==> src/rtl/keypad_distance_entry.sv <==
`default_nettype none
// ============================================================================
// Module   : keypad_distance_entry
// Brief    : Two-digit decimal keypad entry converted to a binary alarm
//            threshold (1..99), with clear, enter and idle-timeout handling.
// Revision : 1.0 - initial release
// ============================================================================
module keypad_distance_entry #(
    parameter int unsigned TIMEOUT_CYCLES = 250_000_000,
    parameter logic [7:0]  DEFAULT_VALUE  = 8'd30
) (
    input  logic       clk,
    input  logic       reset,
    input  logic       key_valid,
    input  logic [3:0] key_code,
    output logic [7:0] value,
    output logic       value_valid,
    output logic [7:0] pending_value,
    output logic [1:0] digit_count,
    output logic       entry_active,
    output logic       error,
    output logic       timeout
);

    localparam int              c_TW        = $clog2(TIMEOUT_CYCLES);
    localparam logic [c_TW-1:0] c_TIMER_MAX = c_TW'(TIMEOUT_CYCLES - 1);
    localparam logic [3:0]      c_KEY_CLEAR = 4'hA;
    localparam logic [3:0]      c_KEY_ENTER = 4'hB;

    typedef enum logic [1:0] {
        S_IDLE = 2'd0,
        S_ONE  = 2'd1,
        S_TWO  = 2'd2
    } state_t;

    state_t          r_state;
    logic [7:0]      r_value;
    logic            r_value_valid;
    logic [7:0]      r_pending;
    logic [1:0]      r_count;
    logic            r_entry_active;
    logic            r_error;
    logic            r_timeout;
    logic [c_TW-1:0] r_timer;

    logic [7:0] w_times_ten;
    logic [7:0] w_next_pending;
    logic       w_is_digit;
    logic       w_is_invalid;

    // pending*10 as (pending<<3)+(pending<<1); result never exceeds 99
    assign w_times_ten    = {r_pending[4:0], 3'b000} + {r_pending[6:0], 1'b0};
    assign w_next_pending = w_times_ten + {4'b0000, key_code};
    assign w_is_digit     = (key_code <= 4'd9);
    assign w_is_invalid   = (key_code >= 4'hC);

    always_ff @(posedge clk or posedge reset) begin
        if (reset) begin
            r_state        <= S_IDLE;
            r_value        <= DEFAULT_VALUE;
            r_value_valid  <= 1'b0;
            r_pending      <= 8'd0;
            r_count        <= 2'd0;
            r_entry_active <= 1'b0;
            r_error        <= 1'b0;
            r_timeout      <= 1'b0;
            r_timer        <= '0;
        end else begin
            r_value_valid <= 1'b0;
            r_error       <= 1'b0;
            r_timeout     <= 1'b0;

            if (key_valid) begin
                // A key always beats a simultaneous timer expiry
                r_timer <= '0;
                if (w_is_invalid) begin
                    r_error <= 1'b1;
                end else if (w_is_digit) begin
                    case (r_state)
                        S_IDLE: begin
                            r_pending      <= {4'b0000, key_code};
                            r_count        <= 2'd1;
                            r_entry_active <= 1'b1;
                            r_state        <= S_ONE;
                        end
                        S_ONE: begin
                            r_pending <= w_next_pending;
                            r_count   <= 2'd2;
                            r_state   <= S_TWO;
                        end
                        S_TWO: begin
                            r_error <= 1'b1;
                        end
                        default: begin
                            r_pending      <= 8'd0;
                            r_count        <= 2'd0;
                            r_entry_active <= 1'b0;
                            r_state        <= S_IDLE;
                        end
                    endcase
                end else if (r_state != S_IDLE) begin
                    if (key_code == c_KEY_ENTER) begin
                        // A zero entry ("0" or "00") is not a legal threshold
                        if (r_pending != 8'd0) begin
                            r_value       <= r_pending;
                            r_value_valid <= 1'b1;
                        end else begin
                            r_error <= 1'b1;
                        end
                    end
                    r_pending      <= 8'd0;
                    r_count        <= 2'd0;
                    r_entry_active <= 1'b0;
                    r_state        <= S_IDLE;
                end else if (key_code != c_KEY_CLEAR) begin
                    r_state <= S_IDLE;
                end
            end else if (r_state != S_IDLE) begin
                if (r_timer == c_TIMER_MAX) begin
                    r_timeout      <= 1'b1;
                    r_timer        <= '0;
                    r_pending      <= 8'd0;
                    r_count        <= 2'd0;
                    r_entry_active <= 1'b0;
                    r_state        <= S_IDLE;
                end else begin
                    r_timer <= r_timer + 1'b1;
                end
            end else begin
                r_timer <= '0;
            end
        end
    end

    assign value         = r_value;
    assign value_valid   = r_value_valid;
    assign pending_value = r_pending;
    assign digit_count   = r_count;
    assign entry_active  = r_entry_active;
    assign error         = r_error;
    assign timeout       = r_timeout;

endmodule
`default_nettype wire

==> config.mk <==
export PLATFORM = sky130hd
export DESIGN_NAME = keypad_distance_entry
export DESIGN_NICKNAME = d
export VERILOG_FILES = /design/src/rtl/keypad_distance_entry.sv
export SDC_FILE = /design/constraint.sdc
export NUM_CORES = 1
export LEC_CHECK = 0
export BUFFER_PORTS_ARGS = -buffer_cell sky130_fd_sc_hd__buf_2
export CORE_ASPECT_RATIO = 1.2
export CORE_MARGIN = 8
export CORE_UTILIZATION = 25
export DETAILED_ROUTE_END_ITERATION = 8
export GPL_TIMING_DRIVEN = 0
export HOLD_SLACK_MARGIN = 0.12
export SLEW_MARGIN = 20
export SYNTH_ARGS = -nofsm -noshare
export SYNTH_HDL_FRONTEND = slang
export SYNTH_SLANG_ARGS = --single-unit
==> constraint.sdc <==
create_clock -name clk -period 4.2 [get_ports clk]
set_input_delay 0.84 -clock clk [delete_from_list [all_inputs] [get_ports clk]]
set_output_delay 0.84 -clock clk [all_outputs]
set_load 0.02 [all_outputs]
==> results summary <==
The flow ran to the end, and the final reports show no timing, DRC or antenna violations. The most frequently used cell type in the post-synthesis netlist is dfrtp_1. The instance area after placement came out at between 0.003 and 0.004 mm².

Of all cell types, the one taking the most synthesized area is dfrtp_1. In the synthesized netlist, the number of instances is about 280. The largest individual stage delay along the critical path comes from the cell fa_1. In the synthesized netlist the dominant register cell turns out to be dfrtp_1. The number of enable flip-flop cells after synthesis is 0.

Once the floorplan was initialized, standard cells occupied 25.7% of the core. The chip height is 133 µm. The maximum fanout encountered on the critical timing path came out at 7. The number of antenna violations at the first check in global routing is 0.

The standard cell core area is 0.0111 mm². The measured slew at the worst slew-check pin came out at about 1.1 ns. The count of inserted antenna diode cells is 0. The TritonCTS clock tree is yes.

After synthesis, the share of flip-flops with an asynchronous set or reset is 100%. Before antenna repair, the detailed router went through 4 iterations. The data required time at the worst endpoint came out at 4.36 ns. The type of element capturing the critical path is a flip-flop. The root buffer cell chosen for the clock tree is clkbuf_16. Walking the worst path, the cells encountered are buf_2 -> inv_1 -> fa_1 -> inv_1 -> ha_1 -> a211oi_1 -> o21bai_1 -> a21oi_1 -> xnor2_1 -> o2bb2ai_1. The synthesis-to-layout area growth is 17.1%. The die area came out at ~0.015 mm². Per report_power, the clock group accounts for around a quarter of the total. The total congestion overflow after global routing came out at 0. The number of I/O port buffers is 28.

In this run the core area contains 42 standard-cell rows. The power per cell area is about 470 mW/mm². The part of the cycle the worst path needs is around two thirds. At the later pin of the worst-skew pair, clock insertion delay measures just under 0.3 ns. The library cell appearing most often on the critical path is inv_1.

The count of cells in the finished layout, fillers not included, comes to roughly 470. The critical path is of the in -> reg type. The switching power total is a little under 600 µW.

On the worst path, the slowest cell contributes a delay of 0.59 ns. The clock sink count is 52. Of the total power, the share spent switching nets is a little under two fifths.

The highest attainable clock frequency is approximately 0.36 GHz. The share of post-route cells with drive strength above 1 is between 10% and 20%. The register bit count reported by yosys is 52.

The worst setup path is launched from an input pin. The average cell area after synthesis is just over 10 µm². Combinational logic is responsible for around 34% of the overall power.

The number of top-level design ports is 29. By area the synthesized netlist is led by dfrtp_1, ha_1, nor2_1. Once the clock tree was built, the resizer swapped 0 gates to a different size. Across the routed clock network, the largest skew measured is 0.00394 ns. The count of final max-slew check failures was 0. The count of buffer and inverter cells on the critical path came out at 3. Setup violations remaining at the end of the flow were counted as 0.

The number of buffers between clock root and the deepest sink came out at 2. The proportion of netlist area held by the largest area contributor is between 40% and 50%. The via count is between 2000 and 2500. The total standard cell area after synthesis is approximately 0.0029 mm². The synthesized netlist contains between 40 and 50 unique library cells. The path type of the worst min-delay path is reg -> reg. The post-CTS clock slew at the launch and capture registers of the worst setup and hold paths is ~0.07 ns. Counting instances in the post-synthesis netlist gives the leading cell types as dfrtp_1, nor2_1, inv_1. After detailed routing, the number of remaining DRC violations is 0.

The worst slew slack as a fraction of its limit came out at 26.5%. The post-DP HPWL is about 4.5 mm. The number of hold buffers added after cts is 0. The clock buffer count from CTS is 5.

The internal power of the cells is between 1 and 1.5 mW. The number of failing hold endpoints at the final stage was 0. STA puts the critical path data arrival time at between 2 and 3 ns. The congestion estimate from routability-driven global placement came to 0.806. The total wirelength of the detailed-routed design is slightly above 6 mm.

The post-route standard cell area excluding fillers is ~0.0033 mm². The via count of the first global-routing pass came out at between 2000 and 2500. Broken down by cell family, the worst path's largest delay share belongs to adder cells. The leakage power figure is 1.49 nW. The number of violations of the max-capacitance limit came out at 0.

The remaining number of nets flagged by the antenna check after routing is 0. The worst voltage drop across the vdd grid is about 0.18 mV. The clock tree synthesis step divided the H-tree into 2 levels.

The via-per-instance ratio is roughly 4.5. The overall die width is 113 µm. The final critical path time including I/O delays and setup came out at approximately 2.7 ns.

The pin count of the biggest net entering global routing came out at 53. The number of nets in the layout is approximately 340. The total of warnings raised by yosys came out at 0. The sequential share of power came out at between 30 and 40%. The first global-routing pass estimated ~10 mm of wire.

The synthesized net count is roughly 300. Global routing used 8.46% of the available tracks. The wire length per cell came out at ~13 µm. The setup total negative slack is 0 ns. The number of DRC markers after the initial detailed-route iteration is 130. The sequential cell area fraction in the yosys report is 45.8%.

In this run the post-CTS setup repair buffer count came out at 0. Setup repair after global routing left no endpoint under its margin. Including well taps, the total number of placed cells is approximately 460.
[routing by layer]
metal / global-route usage (%) / wire, µm / up-vias
met1: 9.11 / 2610 / 1027
li1: - / - / 1039
met5: 0 / 0 / -
met3: 2.87 / 327 / 10
met2: 14.9 / 3040 / 42
met4: 3.12 / 91 / 0
[power groups by stage]
stage	Sequential [mW]	Clock (mW)	Combinational, mW
global placement	0.630	0	0.537
global route	0.633	0.458	0.615
finish	0.623	0.422	0.540
detailed placement	0.634	0	0.549
CTS	0.624	0.437	0.551
floorplan	0.675	0	0.348
[path summary, 6_finish.rpt]
check	startpoint	slack, ns	cells after the start	end
setup reg to reg	r_timer[0]	1.56	6	pending_value[5]
setup / recovery	key_code[3]	1.45	10	pending_value[7]
hold / removal	value[6]	0.51	1	value[6]
min in group asynchronous	reset	0.64	2	pending_value[6]
max in group asynchronous	reset	3.13	2	r_timer[23]
hold reg to reg	value[6]	0.51	1	value[6]
[metrics by stage]
stage / worst slack (ns) / util, % / hold WS (ns) / total power [mW]
2_1_floorplan: 1.56 / - / 0.455 / 1.02
3_3_place_gp: 1.21 / 28.7 / 0.477 / 1.17
3_5_place_dp: 1.16 / 28.7 / 0.491 / 1.18
4_1_cts: 1.47 / 30.1 / 0.509 / 1.61
5_1_grt: 1.29 / 30.1 / 0.534 / 1.71
6_report: 1.45 / 30.1 / 0.509 / 1.58
[area by class of cell]
cell class | instances | area, µm²
clock buffer | 5 | 125
multi-input combinational | 200 | 1440
fill | 1147 | 7750
timing repair buffer | 28 | 140
buffer | 5 | 18.8
sequential | 52 | 1310
clock inverter | 3 | 27.5
tap | 154 | 193
inverter | 22 | 85.1
[cells in the final DEF (no fill, tap or decap), drive strengths merged, types with 2 or more instances in the layout]
cell,netlist,routed
nand3,11,11
a21o,3,3
xor2,14,14
o21bai,2,2
a211oi,3,3
o211ai,2,2
nand2,17,17
mux2i,2,2
mux2,13,13
ha,15,15
xnor2,13,13
fa,2,2
o21a,2,2
o21ai,7,7
and2,4,4
nor2,37,37
a22oi,3,3
nand4,7,7
or4,3,3
or4b,2,2
inv,22,23
or2,2,2
dfrtp,48,48
nor3,7,7
buf,0,28
dfstp,4,4
a22o,2,2
nand4bb,2,2
nor2b,3,3
a21oi,5,5
clkbuf,5,10
nor4,7,7
[state kept, by name, summed over array words and instances (netlist names)]
name / flops
digit_count: 2
entry_active: 1
error: 1
pending_value: 8
r_state: 2
r_timer: 28
timeout: 1
value: 8
value_valid: 1
[kinds of logic (layout without fill, tap and decap cells)]
family                     count (synthesis)  after routing  synth area share, %
AOI/OAI and AO/OA                         34             34                 8.74
xor gates and xnor gates                  27             27                 8.30
adders and majority gates                 17             17                 7.99
buffers and inverters                     27             63                 3.56
DFF                                       52             52                 45.8
muxes                                     15             15                 5.84
and+or+nand+nor                          107            107                 19.8
Note: power is estimated with default switching activity, not from simulation.
